[src/rtl/pc_sequencer_pkg.sv]
// rtl/pc_sequencer_pkg.sv - shared widths, opcodes and FSM encodings for the PC stage
package pc_sequencer_pkg;

  localparam int DEF_PC_W      = 16;
  localparam int DEF_OFF_W     = 16;
  localparam int DEF_RESET_PC  = 0;
  localparam int DEF_STK_DEPTH = 8;

  // Opcodes shared with branch_controller and main control
  localparam logic [3:0] OP_BR   = 4'h8;
  localparam logic [3:0] OP_BMI  = 4'h9;
  localparam logic [3:0] OP_BPL  = 4'hA;
  localparam logic [3:0] OP_BZ   = 4'hB;
  localparam logic [3:0] OP_CALL = 4'hC;
  localparam logic [3:0] OP_RET  = 4'hD;
  localparam logic [3:0] OP_HALT = 4'hF;

  typedef enum logic {
    S_RUN  = 1'b0,
    S_HALT = 1'b1
  } pc_state_e;

endpackage

[src/rtl/pc_sequencer_if.sv]
// rtl/pc_sequencer_if.sv - control-in / PC-out bundle between main control and the PC stage
interface pc_sequencer_if
  import pc_sequencer_pkg::*;
#(
  parameter int PC_W  = DEF_PC_W,
  parameter int OFF_W = DEF_OFF_W,
  parameter int CNT_W = $clog2(DEF_STK_DEPTH) + 1
);
  logic             pc_en;
  logic             Branch;
  logic [OFF_W-1:0] br_offset;
  logic             call;
  logic             ret;
  logic             halt;
  logic             resume;
  logic [PC_W-1:0]  pc;
  logic             halted;
  logic             stk_ovf;
  logic             stk_unf;
  logic [CNT_W-1:0] stk_cnt;

  modport master (
    output pc_en, Branch, br_offset, call, ret, halt, resume,
    input  pc, halted, stk_ovf, stk_unf, stk_cnt
  );

  modport slave (
    input  pc_en, Branch, br_offset, call, ret, halt, resume,
    output pc, halted, stk_ovf, stk_unf, stk_cnt
  );
endinterface

[src/rtl/pc_sequencer_ret_stack.sv]
// rtl/pc_sequencer_ret_stack.sv - LIFO return-address stack; only the pointer is reset
module ret_stack #(
  parameter int W     = 16,
  parameter int DEPTH = 8,
  parameter int CW    = $clog2(DEPTH) + 1
) (
  input  logic          clk,
  input  logic          rst,
  input  logic          push,
  input  logic          pop,
  input  logic [W-1:0]  din,
  output logic [W-1:0]  dout,
  output logic          full,
  output logic          empty,
  output logic [CW-1:0] count
);
  localparam int AW = $clog2(DEPTH);

  logic [W-1:0]  r_mem [DEPTH];
  logic [CW-1:0] r_cnt;
  logic [AW-1:0] w_wr_idx;
  logic [AW-1:0] w_top_idx;

  assign w_wr_idx  = r_cnt[AW-1:0];
  assign w_top_idx = r_cnt[AW-1:0] - 1'b1;
  assign full      = (r_cnt == CW'(DEPTH));
  assign empty     = (r_cnt == '0);
  assign dout      = r_mem[w_top_idx];
  assign count     = r_cnt;

  always_ff @(posedge clk) begin
    if (rst) begin
      r_cnt <= '0;
    end else if (push && !full) begin
      r_cnt <= r_cnt + 1'b1;
    end else if (pop && !empty) begin
      r_cnt <= r_cnt - 1'b1;
    end
  end

  always_ff @(posedge clk) begin
    if (!rst && push && !full) begin
      r_mem[w_wr_idx] <= din;
    end
  end
endmodule

[src/rtl/pc_sequencer.sv]
// rtl/pc_sequencer.sv - next-PC mux, RUN/HALTED FSM and sticky stack flags
module pc_sequencer
  import pc_sequencer_pkg::*;
#(
  parameter int PC_W      = DEF_PC_W,
  parameter int OFF_W     = DEF_OFF_W,
  parameter int RESET_PC  = DEF_RESET_PC,
  parameter int STK_DEPTH = DEF_STK_DEPTH
) (
  input logic           clk,
  input logic           rst,
  pc_sequencer_if.slave bus
);
  localparam int CNT_W = $clog2(STK_DEPTH) + 1;

  pc_state_e       r_state, w_state_nxt;
  logic [PC_W-1:0] r_pc, w_pc_nxt;
  logic            r_ovf, r_unf;
  logic [PC_W-1:0] w_seq, w_tgt, w_off_ext, w_top;
  logic            w_push, w_pop, w_ovf_set, w_unf_set;
  logic            w_full, w_empty;
  logic [CNT_W-1:0] w_cnt;

  // Size cast of a signed operand sign-extends the offset to PC width
  assign w_off_ext = PC_W'($signed(bus.br_offset));
  assign w_seq     = r_pc + 1'b1;
  assign w_tgt     = w_seq + w_off_ext;

  ret_stack #(.W(PC_W), .DEPTH(STK_DEPTH), .CW(CNT_W)) u_stack (
    .clk   (clk),
    .rst   (rst),
    .push  (w_push),
    .pop   (w_pop),
    .din   (w_seq),
    .dout  (w_top),
    .full  (w_full),
    .empty (w_empty),
    .count (w_cnt)
  );

  always_comb begin
    w_state_nxt = r_state;
    w_pc_nxt    = r_pc;
    w_push      = 1'b0;
    w_pop       = 1'b0;
    w_ovf_set   = 1'b0;
    w_unf_set   = 1'b0;
    case (r_state)
      S_RUN: begin
        if (bus.pc_en) begin
          if (bus.halt) begin
            w_state_nxt = S_HALT;
          end else if (bus.ret) begin
            if (!w_empty) begin
              w_pc_nxt = w_top;
              w_pop    = 1'b1;
            end else begin
              w_pc_nxt  = w_seq;
              w_unf_set = 1'b1;
            end
          end else if (bus.call) begin
            w_push    = !w_full;
            w_ovf_set = w_full;
            w_pc_nxt  = w_tgt;
          end else if (bus.Branch) begin
            w_pc_nxt = w_tgt;
          end else begin
            w_pc_nxt = w_seq;
          end
        end
      end
      S_HALT: begin
        if (bus.resume) begin
          w_pc_nxt    = w_seq;
          w_state_nxt = S_RUN;
        end
      end
      default: w_state_nxt = S_RUN;
    endcase
  end

  always_ff @(posedge clk) begin
    if (rst) begin
      r_state <= S_RUN;
      r_pc    <= PC_W'(RESET_PC);
      r_ovf   <= 1'b0;
      r_unf   <= 1'b0;
    end else begin
      r_state <= w_state_nxt;
      r_pc    <= w_pc_nxt;
      r_ovf   <= r_ovf | w_ovf_set;
      r_unf   <= r_unf | w_unf_set;
    end
  end

  assign bus.pc      = r_pc;
  assign bus.halted  = (r_state == S_HALT);
  assign bus.stk_ovf = r_ovf;
  assign bus.stk_unf = r_unf;
  assign bus.stk_cnt = w_cnt;
endmodule

[src/flat_wrapper.sv]
// flat-port wrapper written by rule: the top's interface ports become plain ports
module pc_sequencer_flat import pc_sequencer_pkg::*;
#(
  parameter int PC_W      = DEF_PC_W,
  parameter int OFF_W     = DEF_OFF_W,
  parameter int RESET_PC  = DEF_RESET_PC,
  parameter int STK_DEPTH = DEF_STK_DEPTH
)
  (clk, rst, bus_pc_en, bus_Branch, bus_br_offset, bus_call, bus_ret, bus_halt, bus_resume, bus_pc, bus_halted, bus_stk_ovf, bus_stk_unf, bus_stk_cnt);
  pc_sequencer_if #(.PC_W(PC_W), .OFF_W(OFF_W)) bus_i ();
  input logic clk;
  input logic rst;
  input wire logic [$bits(bus_i.pc_en)-1:0] bus_pc_en;
  input wire logic [$bits(bus_i.Branch)-1:0] bus_Branch;
  input wire logic [$bits(bus_i.br_offset)-1:0] bus_br_offset;
  input wire logic [$bits(bus_i.call)-1:0] bus_call;
  input wire logic [$bits(bus_i.ret)-1:0] bus_ret;
  input wire logic [$bits(bus_i.halt)-1:0] bus_halt;
  input wire logic [$bits(bus_i.resume)-1:0] bus_resume;
  output wire logic [$bits(bus_i.pc)-1:0] bus_pc;
  output wire logic [$bits(bus_i.halted)-1:0] bus_halted;
  output wire logic [$bits(bus_i.stk_ovf)-1:0] bus_stk_ovf;
  output wire logic [$bits(bus_i.stk_unf)-1:0] bus_stk_unf;
  output wire logic [$bits(bus_i.stk_cnt)-1:0] bus_stk_cnt;
  assign bus_i.pc_en = bus_pc_en;
  assign bus_i.Branch = bus_Branch;
  assign bus_i.br_offset = bus_br_offset;
  assign bus_i.call = bus_call;
  assign bus_i.ret = bus_ret;
  assign bus_i.halt = bus_halt;
  assign bus_i.resume = bus_resume;
  assign bus_pc = bus_i.pc;
  assign bus_halted = bus_i.halted;
  assign bus_stk_ovf = bus_i.stk_ovf;
  assign bus_stk_unf = bus_i.stk_unf;
  assign bus_stk_cnt = bus_i.stk_cnt;
  pc_sequencer #(.PC_W(PC_W), .OFF_W(OFF_W), .RESET_PC(RESET_PC), .STK_DEPTH(STK_DEPTH)) u_core (.clk(clk), .rst(rst), .bus(bus_i));
endmodule
[config.mk]
export PLATFORM = sky130hd
export DESIGN_NAME = pc_sequencer_flat
export DESIGN_NICKNAME = d
export VERILOG_FILES = /design/src/rtl/pc_sequencer_pkg.sv /design/src/rtl/pc_sequencer_if.sv /design/src/rtl/pc_sequencer_ret_stack.sv /design/src/rtl/pc_sequencer.sv /design/src/flat_wrapper.sv
export SDC_FILE = /design/constraint.sdc
export NUM_CORES = 1
export LEC_CHECK = 0
export BUFFER_PORTS_ARGS = -buffer_cell sky130_fd_sc_hd__buf_2
export CAP_MARGIN = 40
export CORE_MARGIN = 2
export CORE_UTILIZATION = 50
export CTS_BUF_LIST = sky130_fd_sc_hd__clkbuf_8
export CTS_CLUSTER_SIZE = 30
export DETAILED_ROUTE_END_ITERATION = 12
export HOLD_SLACK_MARGIN = 0.02
export MAX_ROUTING_LAYER = met4
export PLACE_DENSITY = 0.66
export SYNTH_ARGS = -nofsm -noshare
export SYNTH_HDL_FRONTEND = slang
export SYNTH_SLANG_ARGS = --single-unit
[constraint.sdc]
create_clock -name clk -period 3.08 [get_ports clk]
set_input_delay 0.616 -clock clk [delete_from_list [all_inputs] [get_ports clk]]
set_output_delay 0.616 -clock clk [all_outputs]
set_load 0.02 [all_outputs]
Yosys cells after proc, flatten, opt, wreduce, memory -nomap -nowiden:

Memory sizes are Yosys's and may differ from the RTL's.
Index checks and enable logic that the tools add are counted.

* add/sub/neg operators: 5
* equal/unequal tests: 4
* muxes and demuxes: 36
* bitwise gates (word level): 3
* reduce and logical (&&, ||, !) cells: 10

Operators with widths (count)
* two-way mux 16 bit: 7
* one-hot mux 16 bit (2 select lines): 1
* two-way mux 1 bit: 25
* adder 16 x 1 -> 16 bit (second input constant): 1
* adder 16 bit: 1
* two-way mux 4 bit: 2
* != test 2 bit (second input constant): 3
* adder 4 x 1 -> 4 bit (second input constant): 1
* equality test 4 bit (second input constant): 1
* logical AND 1 bit: 4
* logical NOT 4 bit: 1
* subtractor 4 x 1 -> 4 bit (second input constant): 1
* logical NOT 1 bit: 3
* AND reduction 3 bit: 1
* subtractor 3 x 1 -> 3 bit (second input constant): 1
* bitwise OR 1 bit: 2
* one-hot mux 1 bit (2 select lines): 1
* nonzero test 2 bit: 1
* NOT 1 bit: 1

* register bits: 23
* RAM bits: 128
* bits of input ports: 24
* output and inout bits: 23
* word-level logic and storage cells: 64
* memories: 1

Memory list
* u_core.u_stack.r_mem: depth 8, bits a word 16, read ports 1, clocked after memory_dff 0, wr ports 1, RTL line pc_sequencer_ret_stack.sv:19 `logic [W-1:0] r_mem [DEPTH];`

Logic depth before layout (Yosys ltp):

* word-level depth: 11
* gate-level depth with buffers: 14
* depth with buffers taken out: 13

Modules after synthesis:

Synthesis repeated with hierarchy kept, for this count alone.

* cell total of the unflattened synthesis: 549
* area, all modules: 7562.3 µm²

Modules (own cells, without submodules)
* ret_stack: instances 1, cells each 235, area an instance 5208.7 µm², seq. area each 3923.8 µm²
* pc_sequencer: instances 1, cells each 314, area an instance 2353.5 µm², seq. area each 380.4 µm²

Worst setup path after synthesis:

No wires, ideal clock.

* kind: register to register
* start: reg u_core.u_stack.r_cnt[0] (netlist: u_core.u_stack.count[0])
* end: mem u_core.u_stack.r_mem[1][0] (enable)
* setup time: 409 ps
* arrival: 3070 ps
* required time: 2671 ps
* slack: -399 ps
* cell stages (with the launch flop): 11
* path buffers: 2
* period minus slack after synthesis: 3479 ps
* cells stage by stage: dfxtp_1 buf_4 buf_4 inv_1 ha_1 nand2b_1 o211ai_1 nand2b_1 nor2_1 nand2_1 nor3_1

* word-level cells in the longest chain between the ends: 11

Ends and longest elaborated chain
* start: declaration: RTL line pc_sequencer_ret_stack.sv:20 `logic [CW-1:0] r_cnt;`
* start signal: assignment: RTL line pc_sequencer_ret_stack.sv:35 `r_cnt <= r_cnt + 1'b1;`
* start signal: assignment: RTL line pc_sequencer_ret_stack.sv:37 `r_cnt <= r_cnt - 1'b1;`
* equality test 4 bit: RTL line pc_sequencer_ret_stack.sv:26 `assign full = (r_cnt == CW'(DEPTH));`
* logical NOT 1 bit: RTL line pc_sequencer_ret_stack.sv:42, pc_sequencer.sv:62
* two-way mux 1 bit: RTL line pc_sequencer.sv:61 `end else if (bus.call) begin`
* two-way mux 1 bit: RTL line pc_sequencer.sv:53 `end else if (bus.ret) begin`
* two-way mux 1 bit: RTL line pc_sequencer.sv:51 `if (bus.halt) begin`
* two-way mux 1 bit: RTL line pc_sequencer.sv:50 `if (bus.pc_en) begin`
* two-way mux 1 bit: RTL line pc_sequencer.sv:48 `case (r_state)`
* logical AND 1 bit (2 in series): RTL line pc_sequencer_ret_stack.sv:42 `if (!rst && push && !full) begin`
* two-way mux 1 bit: RTL line pc_sequencer_ret_stack.sv:42
* two-way mux 1 bit (not written as such): RTL line pc_sequencer_ret_stack.sv:43 `r_mem[w_wr_idx] <= din;`
* end: declaration: RTL line pc_sequencer_ret_stack.sv:19

Several ways; a longest one is shown, not always the timed one.

Worst setup path in the final report:

* start: reg u_core.r_pc[1] (netlist: u_core.bus.pc[1])
* end: reg u_core.r_pc[14] (netlist: u_core.bus.pc[14])

* word-level cells in the longest chain between the ends: 8
* elaborated cells on any way between the ends: 10
* those cells by class: add/sub (2); mux (8)

Ends and longest elaborated chain
* start: declaration: RTL line pc_sequencer.sv:17 `logic [PC_W-1:0] r_pc, w_pc_nxt;`
* start signal: assignment: RTL line pc_sequencer.sv:85 `r_pc <= PC_W'(RESET_PC);`
* start signal: assignment: RTL line pc_sequencer.sv:90 `r_pc <= w_pc_nxt;`
* adder 16 x 1 -> 16 bit *: RTL line pc_sequencer.sv:26 `assign w_seq = r_pc + 1'b1;`
* via u_core.u_stack.din[10]: RTL line pc_sequencer_ret_stack.sv:11 `input logic [W-1:0] din,`
* adder 16 bit *: RTL line pc_sequencer.sv:27 `assign w_tgt = w_seq + w_off_ext;`
* two-way mux 16 bit: RTL line pc_sequencer.sv:65 `end else if (bus.Branch) begin`
* two-way mux 16 bit *: RTL line pc_sequencer.sv:61
* two-way mux 16 bit *: RTL line pc_sequencer.sv:53
* two-way mux 16 bit *: RTL line pc_sequencer.sv:51
* two-way mux 16 bit *: RTL line pc_sequencer.sv:50
* one-hot mux 16 bit (2 select lines) *: RTL line pc_sequencer.sv:48

Mark *: on every way through the listed nets, which the timed path passes. The rest lies on a longest branch. The select of a mux whose other input is x is not followed.
A chain may end at the register's enable or synchronous reset.

==> summary.txt <==
Logic synthesis
  – Leading cell types by count after synthesis: 128 x sky130_fd_sc_hd__edfxtp_1, 55 x sky130_fd_sc_hd__nand2_1, 49 x sky130_fd_sc_hd__nor2_1
  – Cell count after synthesis: between 500 and 600
  – Proportion of register bits with asynchronous set or reset after synthesis: 0%
  – Count leader, synth: sky130_fd_sc_hd__edfxtp_1
  – Largest area contributor in the synthesized netlist: sky130_fd_sc_hd__edfxtp_1
  – Top post-synthesis cells by area: sky130_fd_sc_hd__edfxtp_1 53%, sky130_fd_sc_hd__mux4_2 9.9%, sky130_fd_sc_hd__dfxtp_1 6.3%, sky130_fd_sc_hd__ha_1 4.1%, sky130_fd_sc_hd__nand2_1 2.8%
  – Sequential area share after synthesis: between 50% and 60%
  – Synth Register Bits: approximately 150
  – Synth Cell Area: roughly 0.0073 mm2
  – Post-synth EDFFs: 128
  – Mapped Nets: between 500 and 600
  – Syn. warnings: 0
  – Primary FF master, synth: sky130_fd_sc_hd__edfxtp_1
  – Yosys top cell area share: 52.94%
  – Mean area per synthesized cell: between 10 and 15 um2
  – Post-synthesis cell type count: around 60

Route
  – Initial drt markers: 410
  – Avg Vias per Cell: approximately 6
  – DR WL/cell: 22.24 um
  – Residual DRC count: 0
  – Routed wire length: 18.68 mm
  – Routed via count: roughly 5000
  – TritonRoute pass-1 iters: 5
  – Post-detailed-route count of antenna-violating nets: 0

Setup path
  – Arrival @ worst endpoint: between 3 and 4 ns
  – Cell Chain, Critical Path: ha_1, nand4_1, nor2_2, buf_4, nand2_1, xnor2_2, ha_4, a21o_2, nor4b_1, or3_1, a31oi_1, xor2_1, a221oi_2, nor4_2
  – Slowest stage delay, CP: between 0.3 and 0.4 ns
  – Kind of end point of the critical path: flip-flop
  – Count of buffering cells on the critical path with inverters included: 1
  – Maximum fanout encountered on the critical timing path: 5
  – Startpoint type of the worst setup path: flip-flop
  – Required time at the worst-slack endpoint: between 3 and 4 ns
  – Setup Crit Path Kind: reg2reg
  – Crit path max-delay cell type: sky130_fd_sc_hd__or3_1
  – Cell type group with the largest total delay on the critical path: simple AND/OR/NAND/NOR gates

Floorplan
  – Core box area: approximately 0.014 mm2
  – Num ports: between 40 and 50
  – Die Outline Area: about 0.016 mm2
  – Die W: 124.5 um
  – Die span in y: 124.5 um
  – Initial standard-cell utilization of the core: roughly 50%
  – Count of standard-cell rows: 44

Global routing
  – Number of antenna violations at the first check in global routing: 0
  – GR Overflow Total: 0
  – Vias in the first global route: between 4000 and 5000
  – Largest net degree at the start of global routing: 38
  – Global-route usage over all layers: 25.98%
  – Global-route wire length before repair: 29.03 mm

STA
  – Sum Neg Setup Slack: 0 ns
  – Number of hold-slack violations in the final timing report: 0
  – Number of endpoints failing setup at the final stage: 0
  – Period utilization: 94.99%
  – Largest clock skew in the final design: a little over 0.01 ns
  – Number of slew-limit violations in the final report: 0
  – Clock period minus worst slack: roughly 2.9 ns
  – Slew margin rel.: about 50%
  – PnR worst setup slack: ~0.15 ns
  – Worst Tran Pin Value: around 0.75 ns
  – Highest clock rate: roughly 340 MHz

Finish
  – Number of inserted diodes: 0
  – Fill cells: 1121
  – Non-Filler Instances: between 800 and 900
  – Post-synthesis to final-layout area growth: 19.94%
  – Post-layout instance area: ~0.0087 mm2
  – Nets@finish: ~690
  – Fraction of final layout cells with drive strength greater than 1: between 30% and 40%
  – Core utilization of the finished layout: between 60% and 70%

Place
  – Detailed Place HPWL: approximately 13 mm
  – GPL Wtd Cong: a little under 1
  – Post-Place Worst Slack: -0.1213 ns
  – Port buffer count: 46
  – Number of instances in the placed design: approximately 800
  – Post-placement cell area: between 0.008 and 0.009 mm2

Pwr
  – Relative contribution of the clock network to total power: 30.8%
  – Max rail drop VDD: slightly above 300 uV
  – Sequential share of power: between 50% and 60%
  – Cell Pwr Density: about 520 mW/mm2
  – Leak: ~0.0033 uW
  – Fraction of power spent switching nets: between 20% and 30%
  – P_sw: around 1300 uW
  – Internal power consumption: roughly 3300 uW
  – Share of power burned in combinational logic: between 10% and 20%

CTS
  – Reg clk slew, reported paths: roughly 0.090 ns
  – Clock insertion delay at the later pin of the skew report: between 0.4 and 0.5 ns
  – H-Tree Level Count: 4
  – TritonCTS clock tree: done
  – Maximum buffer depth of the clock tree: 2
  – Root cell of the clock tree: sky130_fd_sc_hd__clkbuf_8
  – Number of hold-repair buffers added at the cts stage: 0
  – Clk sinks: around 150
  – Number of CTS-inserted buffers: 17

Flow run
  – Count of max-cap constraint violations: 0

Worst hold path
  – Path class of the lowest-slack min-delay path: in2reg

Run status
  – Result of the run: finished, final reports clean
[repair_timing]
item,CTS,global route
pin swaps,3,5
resized for setup,3,21
setup buffers,1,4
gates cloned,0,0
endpoints found under the setup margin,1,4
[flip-flops by register name, indices dropped and copies added (netlist names)]
register and count:
u_core.bus.halted 1, u_core.bus.pc 16, u_core.bus.stk_ovf 1, u_core.bus.stk_unf 1, u_core.u_stack.count 4, u_core.u_stack.r_mem 128
[cells by family (layout without fill, tap and decap cells)]
family / Yosys count / after routing / share of synthesized area [%]
AOI/OAI and AO/OA: 102 / 102 / 9.650
xor gates and xnor gates: 33 / 33 / 4.343
adders and majority gates: 26 / 26 / 4.687
buffers and inverters: 30 / 160 / 2.033
DFF: 151 / 151 / 59.28
muxes: 37 / 37 / 10.62
and+or+nand+nor: 147 / 147 / 9.392
[through the flow]
stage	hold WS [ns]	total power (uW)
floorplan	0.5649	2849
finish	0.4803	4565
global placement	0.4645	3146
global route	0.4843	4754
CTS	0.4415	4554
detailed placement	0.4628	3157
[area by class of cell]
| type | count | area (um2) | share of cell area, % |
|---|---|---|---|
| Clock buffer | 17 | 234.0 | 2.687 |
| Clock inverter | 15 | 132.6 | 1.523 |
| Inverter | 11 | 41.29 | 0.4741 |
| Multi-Input combinational cell | 345 | 2972 | 34.12 |
| Sequential cell | 151 | 4310 | 49.50 |
| Tap cell | 184 | 230.2 | 2.644 |
| Timing Repair Buffer | 117 | 788.3 | 9.052 |
[tightest hold or removal path: stages]
cell	delay [ns]
sky130_fd_sc_hd__buf_2	0.09
sky130_fd_sc_hd__a31oi_1	0.11
sky130_fd_sc_hd__nor2_1	0.09
[layout by cell type, fill, tap and decap left out, types with 4 or more instances in the layout]
cell,count
sky130_fd_sc_hd__a21o_1,6
sky130_fd_sc_hd__o211ai_1,4
sky130_fd_sc_hd__o21ai_0,10
sky130_fd_sc_hd__xor2_1,14
sky130_fd_sc_hd__o221ai_1,5
sky130_fd_sc_hd__xnor2_1,11
sky130_fd_sc_hd__ha_1,22
sky130_fd_sc_hd__mux4_2,32
sky130_fd_sc_hd__a21oi_1,27
sky130_fd_sc_hd__a31oi_1,9
sky130_fd_sc_hd__clkbuf_8,17
sky130_fd_sc_hd__a21oi_2,4
sky130_fd_sc_hd__clkinvlp_4,4
sky130_fd_sc_hd__a211oi_1,4
sky130_fd_sc_hd__inv_1,14
sky130_fd_sc_hd__edfxtp_1,128
sky130_fd_sc_hd__nor2_2,7
sky130_fd_sc_hd__nand2b_1,6
sky130_fd_sc_hd__nand3_1,7
sky130_fd_sc_hd__buf_4,69
sky130_fd_sc_hd__mux2i_1,5
sky130_fd_sc_hd__buf_2,46
sky130_fd_sc_hd__inv_6,4
sky130_fd_sc_hd__nand2_1,55
sky130_fd_sc_hd__nor3_1,6
sky130_fd_sc_hd__dfxtp_1,20
sky130_fd_sc_hd__nor2_1,42
[final timing paths]
kind                                                     from  depth (start not counted)  slack [ns]                             end
worst max-delay path            u_core.bus.pc[1]$_SDFFE_PP0P_                         14        0.15  u_core.bus.pc[14]$_SDFFE_PP0P_
worst min register to register  u_core.bus.stk_ovf$_SDFF_PP0_                          2        0.49   u_core.bus.stk_ovf$_SDFF_PP0_
worst min-delay path                                 bus_halt                          3        0.48    u_core.bus.halted$_SDFF_PP0_
worst max register to register  u_core.bus.pc[1]$_SDFFE_PP0P_                         14        0.15  u_core.bus.pc[14]$_SDFFE_PP0P_
[power by group through the flow]
stage,logic [uW],clock network [uW],registers (uW)
after global placement,818,0,2330
after CTS,836,1430,2280
after detailed placement,828,0,2330
after global routing,948,1520,2290
after floorplan,480,0,2370
final,874,1410,2280
[per-layer routing]
metal  global-route usage [%]  vias up  part of all wire, %
met2                    38.38      224                   48
met3                    6.529       20                  7.8
met1                    35.87     2511                   43
li1                         -     2266                    -
met4                    8.130        0                  1.7
met5                        -        -                    0
Power figures use the tool's default switching activity.
